$ cat src/rtl/vga_scan_gen.sv
// vga_scan_gen: VGA raster counters, active-video/sync timing and a frame-synchronous
// matrix double-buffer that commits new transforms only at the start of vertical blanking.
module vga_scan_gen #(
    parameter int H_VIS  = 640,
    parameter int H_FP   = 16,
    parameter int H_SYNC = 96,
    parameter int H_BP   = 48,
    parameter int V_VIS  = 480,
    parameter int V_FP   = 10,
    parameter int V_SYNC = 2,
    parameter int V_BP   = 33
) (
    input  logic         pclk,
    input  logic         rst,
    output logic [9:0]   h_cnt,
    output logic [9:0]   v_cnt,
    output logic         VGAvalid,
    output logic         hsync,
    output logic         vsync,
    output logic         frame_start,
    output logic         vblank_start,
    input  logic         mtrx_wr_valid,
    output logic         mtrx_wr_ready,
    input  logic [335:0] mtrx_wr_data,
    input  logic [3:0]   mtrx_wr_state,
    output logic [335:0] mtrxIn,
    output logic [3:0]   matrixState
);
    localparam int H_TOT = H_VIS + H_FP + H_SYNC + H_BP;
    localparam int V_TOT = V_VIS + V_FP + V_SYNC + V_BP;
    localparam logic [0:0] EMPTY   = 1'b0;
    localparam logic [0:0] PENDING = 1'b1;

    logic [9:0]   h_nxt, v_nxt;
    logic         h_wrap, hs_raw, vs_raw;
    logic [0:0]   state;
    logic [335:0] shadow;
    logic [3:0]   shadow_state;

    always_comb begin
        h_wrap = h_cnt == 10'(H_TOT - 1);
        h_nxt  = h_wrap ? '0 : h_cnt + 10'd1;
        v_nxt  = h_wrap ? (v_cnt == 10'(V_TOT - 1) ? '0 : v_cnt + 10'd1) : v_cnt;
        hs_raw = !(h_cnt >= 10'(H_VIS + H_FP) && h_cnt < 10'(H_VIS + H_FP + H_SYNC));
        vs_raw = !(v_cnt >= 10'(V_VIS + V_FP) && v_cnt < 10'(V_VIS + V_FP + V_SYNC));
    end

    // Qualifiers are built from the next counter values so they line up with h_cnt/v_cnt.
    always_ff @(posedge pclk or posedge rst) begin
        if (rst) begin
            h_cnt        <= 10'(H_TOT - 1);
            v_cnt        <= 10'(V_TOT - 1);
            VGAvalid     <= 1'b0;
            frame_start  <= 1'b0;
            vblank_start <= 1'b0;
            hsync        <= 1'b1;
            vsync        <= 1'b1;
        end else begin
            h_cnt        <= h_nxt;
            v_cnt        <= v_nxt;
            VGAvalid     <= h_nxt < 10'(H_VIS) && v_nxt < 10'(V_VIS);
            frame_start  <= h_nxt == 10'd0 && v_nxt == 10'd0;
            vblank_start <= h_nxt == 10'd0 && v_nxt == 10'(V_VIS);
            hsync        <= hs_raw;
            vsync        <= vs_raw;
        end
    end

    assign mtrx_wr_ready = state == EMPTY;

    always_ff @(posedge pclk or posedge rst) begin
        if (rst) begin
            state        <= EMPTY;
            shadow       <= '0;
            shadow_state <= '0;
            mtrxIn       <= '0;
            matrixState  <= '0;
        end else if (state == EMPTY && mtrx_wr_valid) begin
            state        <= PENDING;
            shadow       <= mtrx_wr_data;
            shadow_state <= mtrx_wr_state;
        end else if (state == PENDING && vblank_start) begin
            state        <= EMPTY;
            mtrxIn       <= shadow;
            matrixState  <= shadow_state;
        end
    end
endmodule
$ cat config.mk
export PLATFORM = sky130hd
export DESIGN_NAME = vga_scan_gen
export DESIGN_NICKNAME = d
export VERILOG_FILES = /design/src/rtl/vga_scan_gen.sv
export SDC_FILE = /design/constraint.sdc
export NUM_CORES = 1
export LEC_CHECK = 0
export BUFFER_PORTS_ARGS = -buffer_cell sky130_fd_sc_hd__buf_4
export CAP_MARGIN = 0
export CELL_PAD_IN_SITES_DETAIL_PLACEMENT = 1
export CELL_PAD_IN_SITES_GLOBAL_PLACEMENT = 1
export CORE_AREA = 2 2 277 279
export CTS_BUF_LIST = sky130_fd_sc_hd__clkbuf_4
export CTS_CLUSTER_DIAMETER = 200
export DETAILED_ROUTE_END_ITERATION = 12
export DIE_AREA = 0 0 279 281
export PLACE_DENSITY = 0.66
export REMOVE_ABC_BUFFERS = 1
export SLEW_MARGIN = 30
export SYNTH_ARGS = -nofsm -noshare
export SYNTH_HDL_FRONTEND = slang
export SYNTH_SLANG_ARGS = --single-unit
$ cat constraint.sdc
create_clock -name pclk -period 25.9 [get_ports pclk]
set_input_delay 0 -clock pclk [delete_from_list [all_inputs] [get_ports pclk]]
set_output_delay 0 -clock pclk [all_outputs]
set_load 0.01 [all_outputs]
==> results of run 1 <==
==> state kept, by name, summed over array words and instances, names as in the netlist <==
signal        flops
mtrxIn          336
h_cnt            10
vsync             1
matrixState       4
shadow          336
hsync             1
v_cnt            10
frame_start       1
shadow_state      4
VGAvalid          1
vblank_start      1
state             1
==> timing repair <==
item	4_1_cts	5_1_grt
endpoints found under the hold margin	479	0
hold buffers	693	0
buffers inserted	0	0
==> power by group through the flow <==
stage          Combinational, uW  Sequential [uW]  Clock, uW
3_5_place_dp                 132             1230          0
4_1_cts                      219             1210       1030
3_3_place_gp                 124             1220          0
5_1_grt                      245             1220       1120
6_report                     227             1210       1020
2_1_floorplan               76.1             1220          0
==> cell usage in the layout (no fill, tap or decap), types with 3 or more instances in the layout <==
cell type / n
clkbuf_4: 277
nand3_1: 12
mux2_2: 680
diode_2: 16
or2_2: 3
inv_1: 9
nand2b_1: 3
dfstp_2: 12
dfrtp_1: 694
a21oi_1: 4
xnor2_1: 5
ha_1: 5
nand2_1: 16
dlygate4sd3_1: 693
buf_4: 712
clkinv_2: 8
clkinv_4: 5
a211oi_1: 4
buf_6: 11
o21ai_0: 13
nand4_1: 6
clkinv_1: 32
nor2_1: 10
xor2_1: 6
==> layout make-up <==
cell class	instances	area (um2)	share of cell area, %
Antenna cell	16	40.04	0.09435
Clock buffer	277	2079	4.900
Clock inverter	52	311.5	0.7341
Inverter	10	50.05	0.1179
Multi-Input combinational cell	807	8571	20.20
Sequential cell	706	17680	41.67
Tap cell	978	1224	2.883
Timing Repair Buffer	1419	12480	29.41
==> per-stage QoR <==
stage | utilization, % | setup slack, ps
floorplan | - | 6120
global placement | 43.70 | 22220
detailed placement | 43.76 | 22270
CTS | 56.12 | 22180
global route | 56.24 | 22330
finish | 56.25 | 22610
==> worst max path at each step <==
| stage | from | endpoint | slack (ps) | cells past startpoint |
|---|---|---|---|---|
| global route | rst | mtrxIn[155]$_DFFE_PP0P_ | 22330 | 7 |
| floorplan | rst | VGAvalid$_DFF_PP0_ | 6120 | 1 |
| detailed placement | rst | mtrxIn[17]$_DFFE_PP0P_ | 22270 | 5 |
| global placement | state$_DFFE_PP0P_ | shadow[8]$_DFFE_PP0P_ | 22220 | 5 |
| CTS | rst | mtrxIn[155]$_DFFE_PP0P_ | 22180 | 7 |
| finish | state$_DFFE_PP0P_ | shadow[8]$_DFFE_PP0P_ | 22610 | 5 |
==> worst max-delay path: cells and delay by family, from the launching register on <==
| kind | cells | cell delay, ps |
|---|---|---|
| buf+inv | 3 | 1900 |
| flops | 1 | 470 |
| mux | 1 | 420 |
| simple gates | 1 | 130 |
==> logic make-up after synthesis <==
kind of cell | after synthesis | share of synthesized area [%]
AO/OA/AOI/OAI | 31 | 0.7516
XOR/XNOR | 11 | 0.3617
buffers and inverters | 95 | 1.498
flip-flops | 706 | 66.38
adder cells (fa/ha/maj) | 5 | 0.2349
multiplexers | 680 | 28.75
AND/OR/NAND/NOR | 80 | 2.025
==> per-layer routing <==
layer	track usage, %	vias up	wire, um
met1	23.57	10280	31760
li1	-	8866	-
met3	7.690	237	5855
met2	43.65	635	50950
met4	13.96	2	5037
met5	0	-	13
==> synth_stat cells, types with 2 or more instances <==
library cell	n	share of area (%)
nand2b_1	3	0.070
nand4_1	6	0.14
xnor2_1	5	0.16
xor2_1	6	0.20
inv_1	10	0.14
a2bb2oi_1	2	0.066
or3_1	2	0.047
nor4_2	2	0.094
clkbuf_1	74	1.0
o21ai_0	13	0.24
mux2_2	680	29
nor2_1	10	0.14
dfrtp_1	694	65
nor2b_1	2	0.047
nor3_1	2	0.038
nand3_1	12	0.23
ha_1	5	0.23
buf_1	4	0.056
buf_6	3	0.13
buf_4	2	0.056
o41ai_1	2	0.066
nand2_1	17	0.24
and3_2	2	0.056
a21oi_1	4	0.075
dfstp_2	12	1.2
or2_2	3	0.070
a211oi_1	4	0.11
and3_1	2	0.047
==> results by group, run 1 <==
Status
  – Run status: finished, final reports clean

Floorplanning
  – Die width: 279 um
  – Die Height: 281 um
  – Ports: 709
  – Row count: 101
  – Die Area: 78400 um2
  – Starting Density: 35.31%
  – Core Region: 75440 um2

Layout
  – Final nets: 3482
  – Non-filler instance count after layout: 4265
  – Area Growth Syn to Fin: 59.32%
  – Share of cells above drive strength 1: 53.04%
  – Fillers: 7397
  – Final Cell Area: 42440 um2

Power
  – Gate power share: 9.2%
  – P_leak: 0.02092 uW
  – P per Cell Area: 57.99 nW/um2
  – Peak VDD IR: 0.04982 mV
  – Seq pwr share: 49.2%
  – Clock power share: 41.6%
  – P_sw: 623.9 uW
  – Total power: 2461 uW
  – Internal power: 1837 uW
  – Sw frac: 25.35%

Clock network
  – Clock slew at reported path FFs: 80 ps
  – # clock sinks: 706
  – TritonCTS Buffers: 190
  – Post-CTS resize count: 0
  – Clock latency on the worst-skew pair: 1030 ps
  – Clock buffer depth: 3
  – Root Driver: clkbuf_4
  – H-tree depth: 4
  – CTS tree: built

Place
  – Dpl cells: 3226
  – Placement Cell Area: 33010 um2
  – IO buf count: 708
  – GP Congestion: 0.8000
  – HPWL after DPL: 51680 um

Setup path
  – Worst r2r dst: shadow[8]$_DFFE_PP0P_
  – Cells on worst reg2reg path: 5
  – Crit path max-delay cell type: buf_6
  – Critical path cell sequence: nor2b_4 -> buf_4 -> buf_6 -> buf_6 -> mux2_2
  – Crit Path Class: reg -> reg
  – Worst path max stage delay: 680 ps
  – Max Fanout on Critical Path: 76
  – Req. time, crit path: 26760 ps
  – R2r setup slk: 22610 ps
  – Critical path startpoint category: flip-flop
  – Crit. End Element: flip-flop
  – Most used cell, CP: buf_6
  – FF-to-FF Start: state$_DFFE_PP0P_
  – Data arrival time of the critical path: 4150 ps

Global routing
  – Initial antenna violation count: 11
  – Congestion Overflow GR: 0
  – Pin count of the biggest net entering global routing: 154
  – First-pass GRT wire length: 142800 um
  – Vias in the first global route: 23920
  – GR Util All Layers: 23.85%

Synth
  – Post-Syn Instances: 1608
  – EDFF count, synth: 0
  – Ys async rst share: 100.0%
  – Mapped cell area: 26640 um2
  – YS warnings: 0
  – Syn avg cell area: 16.57 um2
  – Main synth FF type: dfrtp_1
  – Yosys cell types: 53
  – Register area share after synthesis: 66.38%
  – Flops & latches, synth: 706

Detailed routing
  – Routed WL: 93610 um
  – Antenna viol nets, final: 0
  – DRC errors left: 0
  – Wire per inst: 21.95 um
  – DR pass1 iterations: 6
  – Via total after detailed routing: 20020
  – Initial drt markers: 535
  – Vias per cell: 4.694

STA
  – Setup TNS: 0 ps
  – Relative slew slack: 45.41%
  – Worst slack on hold paths: 276.1 ps
  – Fmax achieved: 304.3 MHz
  – Max-slew violation count: 0
  – Period utilisation layout: 12.69%
  – Worst slew pin tran: 818.9 ps
  – Clock Skews: 86.47 ps
  – Setup violations, final: 0
  – RSZ-0062 raised after global routing: no
  – Min Tclk post-route: 3286 ps
  – Fin. Hold Viols: 0

Job
  – Max Cap Viol: 0

Worst hold path
  – Hold WC Path Type: in -> async
(Power assumes the default switching activity.)
==> run 2: changes to the inputs <==
--- a/config.mk
+++ b/config.mk
@@ -5,16 +5,17 @@
 export SDC_FILE = /design/constraint.sdc
 export NUM_CORES = 1
 export LEC_CHECK = 0
+export ABC_AREA = 1
 export BUFFER_PORTS_ARGS = -buffer_cell sky130_fd_sc_hd__buf_4
 export CAP_MARGIN = 0
 export CELL_PAD_IN_SITES_DETAIL_PLACEMENT = 1
 export CELL_PAD_IN_SITES_GLOBAL_PLACEMENT = 1
-export CORE_AREA = 2 2 277 279
+export CORE_AREA = 2 2 273 275
 export CTS_BUF_LIST = sky130_fd_sc_hd__clkbuf_4
 export CTS_CLUSTER_DIAMETER = 200
 export DETAILED_ROUTE_END_ITERATION = 12
-export DIE_AREA = 0 0 279 281
-export PLACE_DENSITY = 0.66
+export DIE_AREA = 0 0 275 277
+export PLACE_DENSITY = 0.73
 export REMOVE_ABC_BUFFERS = 1
 export SLEW_MARGIN = 30
 export SYNTH_ARGS = -nofsm -noshare
==> constraint.sdc (replaced) <==
create_clock -name pclk -period 2.9 [get_ports pclk]
set_input_delay 0 -clock pclk [delete_from_list [all_inputs] [get_ports pclk]]
set_output_delay 0 -clock pclk [all_outputs]
set_load 0.01 [all_outputs]
==> results by group, run 2 <==
Clock network
  – Hold bufs inserted after CTS: 801 (+16%)
  – Post-CTS resize count: 0 (unchanged)
  – Root Driver: clkbuf_4
  – Post-CTS Setup Bufs: 0 (unchanged)
  – Clock buffer depth: 3 (unchanged)
  – TritonCTS Buffers: 189 (-0.53%)
  – # clock sinks: 706 (unchanged)
  – H-tree depth: 4 (unchanged)

Synth
  – Area contributors post-synth: dfrtp_1 65%, mux2_2 19%, nand2_1 2.4%
  – Yosys cell types: 32 (-40%)
  – Register area share after synthesis: 66.42% (about the same)
  – Syn avg cell area: 13.19 um2 (-20%)
  – Count leader, synth: dfrtp_1
  – Post-Syn Instances: 2019 (+26%)
  – Commonest cells in the synthesized netlist: 694 x dfrtp_1, 456 x mux2_2, 170 x nand2_1
  – EDFF count, synth: 0 (unchanged)
  – Main synth FF type: dfrtp_1
  – Area leader, netlist: dfrtp_1
  – Flops & latches, synth: 706 (unchanged)
  – Mapped cell area: 26620 um2 (about the same)
  – YS warnings: 0 (unchanged)
  – Ys async rst share: 100.0% (unchanged)
  – Top cell type's share of synthesized area: 65.23% (about the same)

Status
  – Stop Error: [ERROR RSZ-0060] Max buffer count reached.
  – Failed at: clock tree synthesis
  – Run status: did not finish

Place
  – GP Congestion: 0.8268 (+3.3%)
  – DP Worst Slack: 765.1 ps (-21500 ps)
  – Placement Cell Area: 33320 um2 (+0.94%)
  – HPWL after DPL: 58740 um (+14%)
  – IO buf count: 708 (unchanged)

Floorplanning
  – Ports: 709 (unchanged)
  – Row count: 100 (-0.99%)
  – Die width: 275 um (-1.4%)
  – Die Height: 277 um (-1.4%)
  – Starting Density: 36.19% (+0.88 points)
[run 2: cell count changes after synthesis, moves of 13 or more]
cell	change
nand3_1	+13
nand2_1	+153
inv_1	+144
a21oi_1	+110
buf_2	+66
nor2_1	+126
o21ai_0	+106
clkbuf_1	-52
mux2_2	-224
[run 2: cell families after synthesis]
kind of cell,synth area share [%]
and+or+nand+nor,5.546
adders and majority gates,0.2350
xor gates and xnor gates,0.06581
buffers and inverters,3.953
AOI/OAI and AO/OA,4.493
DFF,66.42
muxes,19.29
[run 2: stage by stage]
stage | instances | util (%)
3_5_place_dp | 3647 | 45.29
3_3_place_gp | 3647 | 45.29
2_1_floorplan | 1918 | -
==> run 3: changes to the inputs <==
==> config.mk (replaced) <==
export PLATFORM = sky130hd
export DESIGN_NAME = vga_scan_gen
export DESIGN_NICKNAME = d
export VERILOG_FILES = /design/src/rtl/vga_scan_gen.sv
export SDC_FILE = /design/constraint.sdc
export NUM_CORES = 1
export LEC_CHECK = 0
export ABC_AREA = 1
export BUFFER_PORTS_ARGS = -buffer_cell sky130_fd_sc_hd__buf_4
export CAP_MARGIN = 0
export CORE_AREA = 2 2 277 279
export DETAILED_ROUTE_END_ITERATION = 12
export DIE_AREA = 0 0 279 281
export PLACE_DENSITY_LB_ADDON = 0.15
export REMOVE_ABC_BUFFERS = 1
export SLEW_MARGIN = 30
export SYNTH_ARGS = -nofsm -noshare
export SYNTH_HDL_FRONTEND = slang
export SYNTH_SLANG_ARGS = --single-unit
==> constraint.sdc (replaced) <==
create_clock -name pclk -period 3.8 [get_ports pclk]
set_input_delay 0 -clock pclk [delete_from_list [all_inputs] [get_ports pclk]]
set_output_delay 0 -clock pclk [all_outputs]
set_load 0.01 [all_outputs]
==> results by group, run 3 <==
Synth
  – Flops & latches, synth: 706 (unchanged)
  – Yosys cell types: 32 (unchanged)
  – Mapped cell area: 26620 um2 (unchanged)
  – Post-Syn Instances: 2019 (unchanged)
  – Register area share after synthesis: 66.42% (unchanged)
  – Top cell type's share of synthesized area: 65.23% (unchanged)
  – Count leader, synth: dfrtp_1
  – Syn avg cell area: 13.19 um2 (unchanged)
  – Main synth FF type: dfrtp_1
  – Ys async rst share: 100.0% (unchanged)
  – Area leader, netlist: dfrtp_1
  – Commonest cells in the synthesized netlist: 694 x dfrtp_1, 456 x mux2_2, 170 x nand2_1
  – EDFF count, synth: 0 (unchanged)
  – YS warnings: 0 (unchanged)
  – Area contributors post-synth: dfrtp_1 65%, mux2_2 19%, nand2_1 2.4%

Place
  – HPWL after DPL: 53460 um (-9.0%)
  – DP Worst Slack: 1659 ps (+893.7 ps)
  – Dpl cells: 3645 (-0.055%)
  – GP Congestion: 0.8417 (+1.8%)
  – IO buf count: 708 (unchanged)

Clock network
  – Clock slew at reported path FFs: 60 ps
  – Clock buffer depth: 3 (unchanged)
  – Root Driver: clkbuf_16
  – Clock latency on the worst-skew pair: 620 ps
  – CTS tree: built
  – H-tree depth: 3 (-1)
  – # clock sinks: 706 (unchanged)
  – Post-CTS resize count: 0 (unchanged)
  – TritonCTS Buffers: 78 (-59%)

Floorplanning
  – Row count: 101 (+1.0%)
  – Core Region: 75440 um2
  – Die Height: 281 um (+1.4%)
  – Die Area: 78400 um2
  – Starting Density: 35.29% (-0.90 points)
  – Ports: 709 (unchanged)
  – Die width: 279 um (+1.5%)

Setup path
  – Critical path cell sequence: ha_1 -> nand2_2 -> nor2_8 -> nand3_2 -> o21ai_0 -> nand2_1 -> nor2_1 -> nand3_1 -> nor2_1
  – Crit path max-delay cell type: dfstp_2
  – Critical path startpoint category: flip-flop
  – Most used cell, CP: nor2_1
  – R2r setup slk: 1690 ps
  – Crit Path Class: reg -> reg
  – Crit. End Element: flip-flop
  – Max Fanout on Critical Path: 7
  – Worst path max stage delay: 600 ps
  – Largest delay contributor family on the critical path: simple AND/OR/NAND/NOR gates
  – WP buf/inv: 0
  – Req. time, crit path: 4310 ps
  – Data arrival time of the critical path: 2610 ps

STA
  – RSZ-0062 raised after global routing: no
  – Fmax achieved: 474.8 MHz
  – Max-slew violation count: 0
  – Worst slack on hold paths: 151.9 ps
  – Worst Setup Slack, final: 1694 ps
  – Setup violations, final: 0
  – Clock Skews: 31.29 ps
  – Worst slew pin tran: 906.1 ps
  – Fin. Hold Viols: 0
  – Period utilisation layout: 55.42%
  – Setup TNS: 0 ps
  – Relative slew slack: 39.59%
  – Min Tclk post-route: 2106 ps

Job
  – Max Cap Viol: 0

Layout
  – Commonest non-fill, non-tap cell in the layout: buf_4
  – Area Growth Syn to Fin: 48.22%
  – Commonest cells after routing, fill and taps aside: 731 x buf_4, 694 x dfrtp_1, 456 x mux2_2, 342 x dlygate4sd3_1, 168 x nand2_1
  – Final nets: 3438
  – Largest registers: mtrxIn x336, shadow x336
  – Non-filler instance count after layout: 4132
  – Share of cells above drive strength 1: 43.26%

Detailed routing
  – Wire per inst: 18.29 um
  – Via total after detailed routing: 18900
  – Routed WL: 75570 um
  – Vias per cell: 4.575
  – Initial drt markers: 812
  – DRC errors left: 0
  – Antenna viol nets, final: 0
  – DR pass1 iterations: 5

Power
  – P_leak: 0.02105 uW
  – P per Cell Area: 410.7 nW/um2
  – Total power: 16200 uW
  – Peak VDD IR: 0.3960 mV

Status
  – Run status: finished, final reports clean

Worst hold path
  – Hold WC Path Type: in -> reg

Global routing
  – Vias in the first global route: 20250
  – GR Util All Layers: 18.95%
  – First-pass GRT wire length: 116000 um
  – Congestion Overflow GR: 0
  – Initial antenna violation count: 4
  – Pin count of the biggest net entering global routing: 108
[run 3: cell counts after synthesis]
Identical to the previous run, type by type.
[run 3: timing repair]
item | in CTS | in global routing
setup buffers | 0 | 0
hold buffers | 341 | 1
hold endpoints to repair | 434 | 27
[run 3: area by class of cell]
type | count | area, um2
well taps | 978 | 1224
clock inverters | 30 | 464.2
multi-input cells | 1056 | 7911
diodes | 3 | 7.507
repair buffers | 1092 | 9299
flip-flops and latches | 706 | 17680
inverters | 156 | 593.1
clock buffers | 111 | 2277
fillers | 6561 | 35990
[run 3: path summary, 6_finish.rpt]
kind / from / end / cells after the start
min in group asynchronous: rst / mtrxIn[56]$_DFFE_PP0P_ / 4
max in group asynchronous: rst / mtrxIn[181]$_DFFE_PP0P_ / 6
hold reg to reg: mtrxIn[263]$_DFFE_PP0P_ / mtrxIn[263]$_DFFE_PP0P_ / 2
setup / recovery: h_cnt[0]$_DFF_PP1_ / vblank_start$_DFF_PP0_ / 9
setup reg to reg: h_cnt[0]$_DFF_PP1_ / vblank_start$_DFF_PP0_ / 9
hold / removal: mtrx_wr_data[144] / shadow[144]$_DFFE_PP0P_ / 3
[run 3: worst min-delay path: stages]
cell and delay, ps:
dlygate4sd3_1 520, buf_4 90, mux2_2 120
[run 3: per-stage QoR]
stage,area [um2],utilization [%]
2_1_floorplan,26160,-
3_3_place_gp,33250,44.07
3_5_place_dp,33260,44.08
4_1_cts,39410,52.24
5_1_grt,39460,52.30
6_report,39460,52.30
[run 3: cells by family (layout without fill, tap and decap cells)]
| kind of cell | after synthesis | in the layout | share of synthesized area (%) |
|---|---|---|---|
| and+or+nand+nor | 356 | 356 | 5.546 |
| AOI/OAI and AO/OA | 237 | 237 | 4.493 |
| DFF | 706 | 706 | 66.42 |
| adders and majority gates | 5 | 5 | 0.2350 |
| muxes | 456 | 456 | 19.29 |
| buffers and inverters | 257 | 1389 | 3.953 |
| other | 0 | 3 | 0 |
| xor gates and xnor gates | 2 | 2 | 0.06581 |
[run 3: where the power goes]
| group | internal [uW] | total, uW | switching, uW |
|---|---|---|---|
| Clock | 4820 | 7920 | 3100 |
| Combinational | 473 | 762 | 289 |
| Sequential | 7520 | 7520 | 0 |
| Total | 12800 | 16200 | 3390 |
[run 3: metal layers]
layer	routed length (um)	vias up	share of wire, %	track usage, %
li1	-	8843	-	-
met1	28880	9418	38	21.74
met2	39480	504	52	33.65
met3	4127	136	5.5	4.356
met4	3065	2	4.1	8.588
met5	13	-	0.017	0
==> run 4: changes to the inputs <==
--- a/config.mk
+++ b/config.mk
@@ -5,7 +5,7 @@
 export SDC_FILE = /design/constraint.sdc
 export NUM_CORES = 1
 export LEC_CHECK = 0
-export ABC_AREA = 1
+export ABC_AREA = 0
 export BUFFER_PORTS_ARGS = -buffer_cell sky130_fd_sc_hd__buf_4
 export CAP_MARGIN = 0
 export CORE_AREA = 2 2 277 279
==> constraint.sdc (replaced) <==
create_clock -name pclk -period 1.95 [get_ports pclk]
set_input_delay 0 -clock pclk [delete_from_list [all_inputs] [get_ports pclk]]
set_output_delay 0 -clock pclk [all_outputs]
set_load 0.01 [all_outputs]
==> results by group, run 4 (synthesis results as in run 1) <==
Power
  – Total power: 33430 uW (+110%)
  – Peak VDD IR: 0.5897 mV (+49%)
  – P_leak: 0.02001 uW (-5.0%)
  – P per Cell Area: 828.4 nW/um2 (+100%)

Setup path
  – Critical path startpoint category: flip-flop
  – Crit. End Element: flip-flop
  – Worst path max stage delay: 590 ps (about the same)
  – FF-to-FF Start: h_cnt[4]$_DFF_PP1_
  – Critical path cell sequence: and4b_2 -> and2_1 -> a211oi_1 -> or4_4 -> a2111o_1 -> nor4_2
  – Max Fanout on Critical Path: 6 (-1)
  – Worst r2r dst: frame_start$_DFF_PP0_
  – Crit Path Class: reg -> reg
  – Crit path max-delay cell type: dfstp_2
  – Cells on worst reg2reg path: 6 (-3)
  – R2r setup slk: -270 ps (-1960 ps)
  – Req. time, crit path: 2460 ps (-1850 ps)
  – Data arrival time of the critical path: 2730 ps (+120 ps)

Place
  – HPWL after DPL: 54290 um (+1.6%)
  – IO buf count: 708 (unchanged)
  – Dpl cells: 3328 (-8.7%)
  – GP Congestion: 0.8438 (+0.25%)

STA
  – Worst slack on hold paths: 170.8 ps (+18.90 ps)
  – Max-slew violation count: 0 (unchanged)
  – Period utilisation layout: 113.7% (+58 points)
  – Relative slew slack: 69.15% (+30 points)
  – Setup violations, final: 3 (+3)
  – Min Tclk post-route: 2218 ps (+112.1 ps)
  – RSZ-0062 raised after global routing: yes
  – Clock Skews: 22.45 ps (-8.839 ps)
  – Fin. Hold Viols: 0 (unchanged)
  – Fmax achieved: 450.8 MHz (-5.1%)
  – Worst Setup Slack, final: -268.1 ps (-1962 ps)
  – Worst slew pin tran: 456.8 ps (-449.3 ps)

Layout
  – Fillers: 6286 (-4.2%)
  – Commonest non-fill, non-tap cell in the layout: buf_4
  – Non-filler instance count after layout: 3818 (-7.6%)
  – Largest registers: mtrxIn x336, shadow x336
  – Area Growth Syn to Fin: 51.51%
  – Commonest cells after routing, fill and taps aside: 795 x buf_4, 694 x dfrtp_1, 680 x mux2_2, 343 x dlygate4sd3_1, 80 x clkbuf_16
  – Share of cells above drive strength 1: 59.03% (+16 points)
  – Final nets: 3126 (-9.1%)

Clock network
  – CTS tree: built
  – TritonCTS Buffers: 80 (+2.6%)
  – Clock buffer depth: 3 (unchanged)
  – H-tree depth: 3 (unchanged)
  – Root Driver: clkbuf_16
  – Clock slew at reported path FFs: 60 ps (about the same)
  – Clock latency on the worst-skew pair: 600 ps (-20 ps)
  – # clock sinks: 706 (unchanged)

Detailed routing
  – Vias per cell: 4.645 (+1.5%)
  – Initial drt markers: 532 (-34%)
  – Wire per inst: 19.67 um (+7.6%)
  – Antenna viol nets, final: 0 (unchanged)
  – Routed WL: 75120 um (-0.60%)
  – DRC errors left: 0 (unchanged)
  – DR pass1 iterations: 4 (-1)
  – Via total after detailed routing: 17730 (-6.2%)

Global routing
  – Pin count of the biggest net entering global routing: 81 (-25%)
  – GR Util All Layers: 18.84% (-0.11 points)
  – Vias in the first global route: 19520 (-3.6%)
  – Congestion Overflow GR: 0 (unchanged)
  – First-pass GRT wire length: 114700 um (-1.1%)
  – Initial antenna violation count: 2 (-2)

Status
  – Failing checks: negative setup slack
  – Run status: complete, but fails checks

Floorplanning
  – Ports: 709 (unchanged)
  – Row count: 101 (unchanged)
  – Core Region: 75440 um2 (unchanged)
  – Die Area: 78400 um2 (unchanged)
  – Die Height: 281 um (unchanged)
  – Die width: 279 um (unchanged)
  – Starting Density: 35.31% (about the same)

Worst hold path
  – Hold Path Stages: 3 (unchanged)
  – Hold_sp: mtrx_wr_data[173]
  – Hold WC Path Type: in -> reg
  – WHS Endpoint: shadow[173]$_DFFE_PP0P_

Job
  – Max Cap Viol: 0 (unchanged)
run 4: cell count changes in the layout (fill, tap and decap cells not counted), sizes merged, moves of 4 or more:
| cell | delta |
|---|---|
| clkbuf | +10 |
| o21ai | -108 |
| xor2 | +4 |
| buf | +80 |
| a211oi | +4 |
| xnor2 | +5 |
| a21oi | -110 |
| inv | -147 |
| mux2 | +224 |
| and3 | +4 |
| nor2 | -132 |
| nand2 | -155 |
| nand3 | -13 |
run 4: layout make-up:
type | count | area, um2 | share of cell area (%)
Antenna cell | 1 | 2.502 | 0.006201
Timing Repair Buffer | 1173 | 10090 | 25.01
Inverter | 10 | 45.04 | 0.1116
Clock inverter | 22 | 310.3 | 0.7689
Multi-Input combinational cell | 807 | 8673 | 21.49
Tap cell | 978 | 1224 | 3.032
Clock buffer | 121 | 2326 | 5.764
Sequential cell | 706 | 17680 | 43.81
run 4: timing repair:
| action | CTS | global route |
|---|---|---|
| hold buffers | 343 | 0 |
| setup buffers | 6 | 0 |
| hold endpoints to repair | 769 | 0 |
| gates resized for setup | 21 | 5 |
| pin swaps | 11 | 6 |
| setup endpoints to repair | 7 | 5 |
run 4: how the worst max path moves through the flow:
| stage | start | end | slack, ps | cells after the start |
|---|---|---|---|---|
| after floorplan | rst | VGAvalid$_DFF_PP0_ | -17830 | 1 |
| after global placement | h_cnt[0]$_DFF_PP1_ | frame_start$_DFF_PP0_ | -390 | 7 |
| after detailed placement | h_cnt[0]$_DFF_PP1_ | frame_start$_DFF_PP0_ | -400 | 7 |
| after CTS | v_cnt[1]$_DFF_PP0_ | frame_start$_DFF_PP0_ | -280 | 8 |
| after global routing | v_cnt[1]$_DFF_PP0_ | vblank_start$_DFF_PP0_ | -360 | 9 |
| final | h_cnt[4]$_DFF_PP1_ | frame_start$_DFF_PP0_ | -270 | 6 |
run 4: critical path: cells and delay by family, from the launching register on:
family / cells / cell delay, ps
simple gates: 4 / 1140
compound gates: 2 / 400
flops: 1 / 590
run 4: power by group:
| part | switching (uW) | internal (uW) | total [uW] |
|---|---|---|---|
| Clock | 5870 | 9150 | 15000 |
| Sequential | 450 | 15600 | 16000 |
| Combinational | 784 | 1610 | 2390 |
run 4: layer usage:
layer / track usage, % / part of all wire (%) / vias up
met5: 0 / 0.017 / -
met4: 7.610 / 3.4 / 2
met3: 5.030 / 6.2 / 133
met2: 33.54 / 53 / 479
met1: 21.45 / 38 / 9087
li1: - / - / 8032
run 4: per-stage QoR:
step                      TNS (ps)  worst slack (ps)  utilization [%]  area, um2
after floorplan                  -            -17830                -      26280
final                       -509.6            -268.1            53.49      40360
after CTS                   -570.1            -282.3            53.47      40340
after global placement       -1144            -387.0            45.27      34160
after detailed placement     -1356            -395.0            45.27      34160
after global routing        -799.3            -358.0            53.49      40360
